$ cat src/rtl/trig_pulse_gen_pkg.sv
// trig_pulse_gen_pkg: shared WR timestamp type, FSM states and target arithmetic.
package trig_pulse_gen_pkg;
   localparam int c_TAI_W = 40;
   localparam int c_CYC_W = 28;
   typedef struct packed {
      logic [c_TAI_W-1:0] tai;
      logic [c_CYC_W-1:0] cycles;
   } t_wr_timestamp;
   typedef enum logic [1:0] {S_IDLE, S_ARM, S_WAIT, S_PULSE} t_tpg_state;
   function automatic t_wr_timestamp f_add_delay(input t_wr_timestamp ts, input int unsigned delay, input int unsigned modulus);
      logic [c_CYC_W:0] w_sum;
      logic             w_wrap;
      w_sum  = {1'b0, ts.cycles} + (c_CYC_W+1)'(delay);
      w_wrap = w_sum >= (c_CYC_W+1)'(modulus);
      return '{tai: ts.tai + c_TAI_W'(w_wrap), cycles: c_CYC_W'(w_wrap ? w_sum - (c_CYC_W+1)'(modulus) : w_sum)};
   endfunction
endpackage

$ cat src/rtl/trig_pulse_gen_if.sv
// trig_pulse_gen_if: received-timestamp valid/ready stream from the RX streamer.
interface trig_pulse_gen_if;
   import trig_pulse_gen_pkg::*;
   logic               rx_valid_i;
   logic               rx_ready_o;
   logic [c_TAI_W-1:0] rx_tai_i;
   logic [c_CYC_W-1:0] rx_cycles_i;
   modport master (output rx_valid_i, rx_tai_i, rx_cycles_i, input rx_ready_o);
   modport slave (input rx_valid_i, rx_tai_i, rx_cycles_i, output rx_ready_o);
endinterface

$ cat src/rtl/trig_ts_fifo.sv
// trig_ts_fifo: synchronous FIFO of WR timestamps with flush and occupancy count.
module trig_ts_fifo
   import trig_pulse_gen_pkg::*;
#(
   parameter int unsigned g_depth = 8
) (
   input  logic                     clk_sys_i,
   input  logic                     rst_sys_i,
   input  logic                     flush_i,
   input  logic                     push_i,
   input  logic                     pop_i,
   input  t_wr_timestamp            din_i,
   output t_wr_timestamp            dout_o,
   output logic                     full_o,
   output logic                     empty_o,
   output logic [$clog2(g_depth):0] count_o
);
   localparam int c_AW = $clog2(g_depth);
   t_wr_timestamp   r_mem [g_depth];
   logic [c_AW-1:0] r_wr, r_rd;
   logic [c_AW:0]   r_cnt;
   logic            w_push, w_pop;
   assign full_o  = r_cnt == (c_AW+1)'(g_depth);
   assign empty_o = r_cnt == '0;
   assign w_pop   = pop_i && !empty_o;
   // a pop frees the slot being read, so a push into a full FIFO may proceed alongside it
   assign w_push  = push_i && (!full_o || w_pop);
   assign dout_o  = r_mem[r_rd];
   assign count_o = r_cnt;
   always_ff @(posedge clk_sys_i)
      if (w_push) r_mem[r_wr] <= din_i;
   always_ff @(posedge clk_sys_i)
      if (rst_sys_i || flush_i) begin
         r_wr  <= '0;
         r_rd  <= '0;
         r_cnt <= '0;
      end else begin
         r_wr  <= r_wr + c_AW'(w_push);
         r_rd  <= r_rd + c_AW'(w_pop);
         r_cnt <= r_cnt + (c_AW+1)'(w_push) - (c_AW+1)'(w_pop);
      end
endmodule

$ cat src/rtl/trig_pulse_gen.sv
// trig_pulse_gen: regenerates a trigger pulse at received timestamp + fixed delay in local WR time.
// Define TRIG_PULSE_GEN_STATS_EN to build the saturating fired/late/overflow counters.
module trig_pulse_gen
   import trig_pulse_gen_pkg::*;
#(
   parameter int unsigned g_delay_cycles   = 2500,
   parameter int unsigned g_pulse_width    = 125,
   parameter int unsigned g_fifo_depth     = 8,
   parameter int unsigned g_cycles_per_sec = 125000000
) (
   input  logic               clk_sys_i,
   input  logic               rst_sys_i,
   trig_pulse_gen_if.slave    rx,
   input  logic               tm_time_valid_i,
   input  logic [c_TAI_W-1:0] tm_tai_i,
   input  logic [c_CYC_W-1:0] tm_cycles_i,
   output logic               pulse_o,
   output logic               late_o,
   output logic               overflow_o,
   output logic [15:0]        cnt_fired_o,
   output logic [15:0]        cnt_late_o,
   output logic [15:0]        cnt_ovf_o
);
   localparam int c_AW = $clog2(g_fifo_depth);
   t_wr_timestamp w_now, w_head, r_pipe_ts, r_target;
   t_tpg_state    r_state, w_next;
   logic          r_pipe_valid, w_full, w_empty, w_afull, w_accept, w_ovf;
   logic          w_pop, w_late, r_late, r_ovf;
   logic [c_AW:0] w_count;
   logic [15:0]   r_width;
   assign w_now = '{tai: tm_tai_i, cycles: tm_cycles_i};
   // the word sitting in the pipeline register already owns a FIFO slot
   assign w_afull       = w_full || (r_pipe_valid && w_count == (c_AW+1)'(g_fifo_depth - 1));
   assign rx.rx_ready_o = tm_time_valid_i && !rst_sys_i && !w_afull;
   assign w_accept      = rx.rx_valid_i && rx.rx_ready_o;
   assign w_ovf         = rx.rx_valid_i && tm_time_valid_i && w_afull;
   always_ff @(posedge clk_sys_i) begin
      if (rst_sys_i || !tm_time_valid_i) r_pipe_valid <= 1'b0;
      else r_pipe_valid <= w_accept;
      if (w_accept) r_pipe_ts <= f_add_delay('{tai: rx.rx_tai_i, cycles: rx.rx_cycles_i}, g_delay_cycles, g_cycles_per_sec);
   end
   trig_ts_fifo #(.g_depth(g_fifo_depth)) u_fifo (
      .clk_sys_i(clk_sys_i),
      .rst_sys_i(rst_sys_i),
      .flush_i  (!tm_time_valid_i),
      .push_i   (r_pipe_valid),
      .pop_i    (w_pop),
      .din_i    (r_pipe_ts),
      .dout_o   (w_head),
      .full_o   (w_full),
      .empty_o  (w_empty),
      .count_o  (w_count)
   );
   always_comb begin
      w_next = r_state;
      w_pop  = 1'b0;
      w_late = 1'b0;
      case (r_state)
         S_IDLE:  w_next = w_empty ? S_IDLE : S_ARM;
         S_ARM: begin
            w_pop  = 1'b1;
            w_late = w_head <= w_now;
            w_next = w_late ? S_IDLE : S_WAIT;
         end
         S_WAIT:  w_next = (r_target == w_now) ? S_PULSE : S_WAIT;
         default: w_next = (r_width == 16'(g_pulse_width - 1)) ? S_IDLE : S_PULSE;
      endcase
      if (!tm_time_valid_i) begin
         w_next = S_IDLE;
         w_pop  = 1'b0;
         w_late = 1'b0;
      end
   end
   always_ff @(posedge clk_sys_i)
      if (rst_sys_i) begin
         r_state <= S_IDLE;
         r_width <= '0;
         r_late  <= 1'b0;
         r_ovf   <= 1'b0;
      end else begin
         r_state <= w_next;
         r_width <= (r_state == S_PULSE && w_next == S_PULSE) ? r_width + 16'd1 : '0;
         r_late  <= w_late;
         r_ovf   <= w_ovf;
         if (r_state == S_ARM) r_target <= w_head;
      end
   assign pulse_o    = r_state == S_PULSE;
   assign late_o     = r_late;
   assign overflow_o = r_ovf;
`ifdef TRIG_PULSE_GEN_STATS_EN
   logic [15:0] r_cnt_fired, r_cnt_late, r_cnt_ovf;
   always_ff @(posedge clk_sys_i)
      if (rst_sys_i) begin
         r_cnt_fired <= '0;
         r_cnt_late  <= '0;
         r_cnt_ovf   <= '0;
      end else begin
         if (r_state == S_WAIT && w_next == S_PULSE && r_cnt_fired != '1) r_cnt_fired <= r_cnt_fired + 16'd1;
         if (w_late && r_cnt_late != '1) r_cnt_late <= r_cnt_late + 16'd1;
         if (w_ovf && r_cnt_ovf != '1) r_cnt_ovf <= r_cnt_ovf + 16'd1;
      end
   assign cnt_fired_o = r_cnt_fired;
   assign cnt_late_o  = r_cnt_late;
   assign cnt_ovf_o   = r_cnt_ovf;
`else
   assign cnt_fired_o = '0;
   assign cnt_late_o  = '0;
   assign cnt_ovf_o   = '0;
`endif
endmodule

$ cat src/flat_wrapper.sv
// flat-port wrapper written by rule: the top's interface ports become plain ports
module trig_pulse_gen_flat import trig_pulse_gen_pkg::*;
#(
   parameter int unsigned g_delay_cycles   = 2500,
   parameter int unsigned g_pulse_width    = 125,
   parameter int unsigned g_fifo_depth     = 8,
   parameter int unsigned g_cycles_per_sec = 125000000
)
  (clk_sys_i, rst_sys_i, tm_time_valid_i, tm_tai_i, tm_cycles_i, pulse_o, late_o, overflow_o, cnt_fired_o, cnt_late_o, cnt_ovf_o, rx_rx_valid_i, rx_rx_tai_i, rx_rx_cycles_i, rx_rx_ready_o);
  trig_pulse_gen_if rx_i ();
  input  logic clk_sys_i;
  input  logic rst_sys_i;
  input  logic tm_time_valid_i;
  input  logic [c_TAI_W-1:0] tm_tai_i;
  input  logic [c_CYC_W-1:0] tm_cycles_i;
  output logic pulse_o;
  output logic late_o;
  output logic overflow_o;
  output logic [15:0] cnt_fired_o;
  output logic [15:0] cnt_late_o;
  output logic [15:0] cnt_ovf_o;
  input wire logic [$bits(rx_i.rx_valid_i)-1:0] rx_rx_valid_i;
  input wire logic [$bits(rx_i.rx_tai_i)-1:0] rx_rx_tai_i;
  input wire logic [$bits(rx_i.rx_cycles_i)-1:0] rx_rx_cycles_i;
  output wire logic [$bits(rx_i.rx_ready_o)-1:0] rx_rx_ready_o;
  assign rx_i.rx_valid_i = rx_rx_valid_i;
  assign rx_i.rx_tai_i = rx_rx_tai_i;
  assign rx_i.rx_cycles_i = rx_rx_cycles_i;
  assign rx_rx_ready_o = rx_i.rx_ready_o;
  trig_pulse_gen #(.g_delay_cycles(g_delay_cycles), .g_pulse_width(g_pulse_width), .g_fifo_depth(g_fifo_depth), .g_cycles_per_sec(g_cycles_per_sec)) u_core (.clk_sys_i(clk_sys_i), .rst_sys_i(rst_sys_i), .rx(rx_i), .tm_time_valid_i(tm_time_valid_i), .tm_tai_i(tm_tai_i), .tm_cycles_i(tm_cycles_i), .pulse_o(pulse_o), .late_o(late_o), .overflow_o(overflow_o), .cnt_fired_o(cnt_fired_o), .cnt_late_o(cnt_late_o), .cnt_ovf_o(cnt_ovf_o));
endmodule
$ cat config.mk
export PLATFORM = sky130hd
export DESIGN_NAME = trig_pulse_gen_flat
export DESIGN_NICKNAME = d
export VERILOG_FILES = /design/src/rtl/trig_pulse_gen_pkg.sv /design/src/rtl/trig_pulse_gen_if.sv /design/src/rtl/trig_ts_fifo.sv /design/src/rtl/trig_pulse_gen.sv /design/src/flat_wrapper.sv
export SDC_FILE = /design/constraint.sdc
export NUM_CORES = 1
export LEC_CHECK = 0
export ABC_AREA = 0
export CORE_MARGIN = 4
export CORE_UTILIZATION = 65
export CTS_CLUSTER_SIZE = 24
export DETAILED_ROUTE_END_ITERATION = 6
export DONT_BUFFER_PORTS = 1
export GPL_TIMING_DRIVEN = 0
export PLACE_DENSITY = 0.81
export SLEW_MARGIN = 20
export SYNTH_ARGS = -nofsm -noshare
export SYNTH_HDL_FRONTEND = slang
export SYNTH_SLANG_ARGS = --single-unit
$ cat constraint.sdc
create_clock -name clk_sys_i -period 11.8 [get_ports clk_sys_i]
set_input_delay 2.36 -clock clk_sys_i [delete_from_list [all_inputs] [get_ports clk_sys_i]]
set_output_delay 2.36 -clock clk_sys_i [all_outputs]
set_load 0.01 [all_outputs]
==> impl_metrics.tcl <==
set metrics [dict create \
    power.switching_uw 1082 \
    syn_area_um2 30750 \
    p_per_area_nw_per_um2 151.5 \
    path_clk_slew_ns 0.07 \
    cts_setup_buffers 0 \
    cp_num_cells 23 \
    use_met1_pct 40.93 \
    critical_path_class "input pin to register" \
    gp_congestion 0.8801 \
    seqPwrFrac_pct 52.7 \
    synthTopCellsByArea "edfxtp_1 66%, mux4_2 10%, ha_1 3.5%, xnor2_1 3.0%, mux2_2 2.5%" \
    yosysTopAreaCell "edfxtp_1" \
    timing.final.ws_setup_ns 3.893 \
    netSwitchingFraction_pct 20.44 \
    via_per_inst 6.574 \
    intPower_uw 4212 \
    r2r_cells 15 \
    postCtsHoldBufs 0 \
    nets 2177 \
    r2r-end "u_core.r_state[1]$_SDFF_PP0_" \
    crit_arrival_ns 8.28 \
    area_growth_pct 13.69 \
    p_comb_share_pct 3.7 \
    fin_hold_ws_ns 0.5011 \
    top_usage_layer "met2" \
    startpoint_type "input pin" \
    status "complete, no violations" \
    numCtsBuffers 70 \
    dr_total_vias 17190 \
    cp_cell_sequence "buf_2 > and4_1 > clkbuf_1 > nor2_1 > xnor2_1 > ha_1 > nand4_1 > or4_1 > nor4_1 > nor4b_2 > a211oi_2 > o211ai_4 > buf_2 > ha_1 > ha_1 > nand2_1 > nor2_1 > nand3_1 > nor2_1 > and2_1 > and4_1 > nand4_1 > xnor2_1" \
    grt_max_degree 24 \
    synth_ff_type "edfxtp_1" \
    wirelength_um 78910 \
    maxCapViolCount 0 \
    synth.top_cell.area_share_pct 66.41 \
    required_ns 12.17 \
    ys_types 60 \
    ir_drop_v 0.0001051 \
    synth_seq_cells 711 \
    drcViolationCount 0 \
    dpl_worst_slack_ns 3.350 \
    gr-total-overflow 0 \
    final-hold-violation-count 0 \
    reg2reg_from "u_core.u_fifo.r_rd[0]$_SDFF_PP0_" \
    crit_slowest_cell "or4_1" \
    ys_top_cells_by_count "680 x edfxtp_1, 136 x mux4_2, 104 x xnor2_1" \
    async_flop_share_pct 0 \
    antenna_found_initial 7 \
    power.total_uw 5295 \
    core_um2 46650 \
    met3_usage_pct 9.274 \
    cp_max_fo 10 \
    num_rows 79 \
    synthMostInstantiatedCell "edfxtp_1" \
    die_h_um 225.5 \
    hpwl_um 53740 \
    io_pins 192 \
    port_buffers 0 \
    finalClockSkew_ns 0.01814 \
    start_util_pct 65.90 \
    yosysWarnings 0 \
    holdPathStages 1 \
    synth-edff-count 680 \
    hold_end "u_core.r_state[0]$_SDFF_PP0_" \
    max_freq_mhz 126.5 \
    fin_crit_sh_pct 67.01 \
    avgSynthCellArea_um2 17.24 \
    cp_top_family "simple AND/OR/NAND/NOR gates" \
    wl_per_cell_um 30.17 \
    clk_latency_ns 0.61 \
    timing.slew.headroom_pct 23.37 \
    rsz0062_at_grt "no" \
    yosysSeqAreaShare_pct 68.43 \
    period_needed_ns 7.907 \
    layout-drive-gt1-share_pct 22.00 \
    grt_usage_pct 31.27 \
    worst_pin_slew_ns 1.149 \
    dr.pass1.iters 6 \
    cts_tree "yes" \
    ctsRootBufferMaster "clkbuf_16" \
    final_max_slew_viol_count 0 \
    ant_nets 0 \
    cp_num_buf_inv 3 \
    cp-end-kind "register" \
    htree_levels 3 \
    setup_violations 0 \
    reg2reg_slack_ns 6.19 \
    grt_first_pass_wirelength_um 114600 \
    dieArea_um2 50850 \
    hold_class "register to register" \
    place_area_um2 32590 \
    crit_start "rx_rx_cycles_i[5]" \
    grt_use_met2_pct 51.25 \
    synthCells 1783 \
    holdCritStartpoint "u_core.r_state[1]$_SDFF_PP0_" \
    p_leak_uw 0.01180 \
    cts.sinks 711 \
    die_x_um 225.5 \
    grt_pass1_vias 17330 \
    clkPwrFrac_pct 43.6 \
    cts_buffer_depth 3 \
    drt-initial-drc-count 2285 \
    post_cts_resized 0 \
    finalInstanceArea_um2 34960 \
    slowest_delay_ns 0.44 \
]
kinds of logic (layout without fill, tap and decap cells):
| logic type | count (synthesis) | count (layout) | synth area share, % |
|---|---|---|---|
| other cells | 1 | 51 | 0.01220 |
| simple gates | 296 | 296 | 5.050 |
| flops | 711 | 711 | 68.43 |
| mux | 207 | 207 | 12.55 |
| buf+inv | 189 | 364 | 2.946 |
| fa+ha+maj | 87 | 87 | 3.565 |
| compound gates | 130 | 130 | 2.832 |
| xor+xnor | 162 | 162 | 4.615 |
area by class of cell:
cell class | count | area [um2]
clock buffers | 84 | 1881
diodes | 3 | 7.507
fillers | 2562 | 11700
clock inverters | 43 | 479.2
plain buffers | 101 | 580.6
well taps | 607 | 759.5
multi-input cells | 930 | 9047
inverters | 88 | 330.3
flip-flops and latches | 711 | 21040
repair buffers | 48 | 830.8
worst max-delay path by stage:
stage                                                      to  slack, ns
after floorplan           u_core.u_fifo.r_mem[0][0]$_DFFE_PP_       3.57
after global placement    u_core.u_fifo.r_mem[1][4]$_DFFE_PP_      -1.19
after detailed placement       u_core.r_pipe_ts[60]$_DFFE_PP_       3.35
after CTS                      u_core.r_pipe_ts[60]$_DFFE_PP_       3.94
after global routing           u_core.r_pipe_ts[60]$_DFFE_PP_       3.60
final                          u_core.r_pipe_ts[60]$_DFFE_PP_       3.89
registers in the layout (all words and copies together) (netlist names):
name	count
u_core.r_state	2
u_core.u_fifo.count_o	4
u_core.r_pipe_valid	1
u_core.u_fifo.r_mem	544
u_core.r_target	68
u_core.u_fifo.r_rd	3
u_core.u_fifo.r_wr	3
u_core.r_pipe_ts	68
u_core.late_o	1
u_core.r_width	16
u_core.overflow_o	1
power groups by stage:
stage / logic (uW) / clock network, uW / registers, uW
2_1_floorplan: 131 / 0 / 2840
3_3_place_gp: 180 / 0 / 2840
3_5_place_dp: 192 / 0 / 2840
4_1_cts: 195 / 2320 / 2790
5_1_grt: 214 / 2430 / 2790
6_report: 198 / 2310 / 2790
per-layer routing:
layer,up-vias,wire [um]
li1,7199,-
met1,8634,27860
met2,1157,38950
met3,198,9157
met4,2,2920
met5,-,18
layout by cell type, fill, tap and decap left out, drive strengths merged, types with 34 or more instances in the layout:
cell type and count:
conb 48, ha 86, mux4 136, a21o 34, mux2 68, nand2 56
clkbuf 117, xnor2 104, edfxtp 680, nand4 44, xor2 58, nor2 60
buf 116, nand3 40, a21oi 35, inv 93
stage by stage:
| step | TNS [ns] | utilization [%] | std cells |
|---|---|---|---|
| finish | 0 | 74.92 | 2615 |
| global route | 0 | 74.91 | 2612 |
| CTS | 0 | 74.90 | 2612 |
| detailed placement | 0 | 69.84 | 2485 |
| global placement | -151.42 | 67.91 | 2437 |
| floorplan | 0 | - | 1830 |
Power figures use the tool's default switching activity.
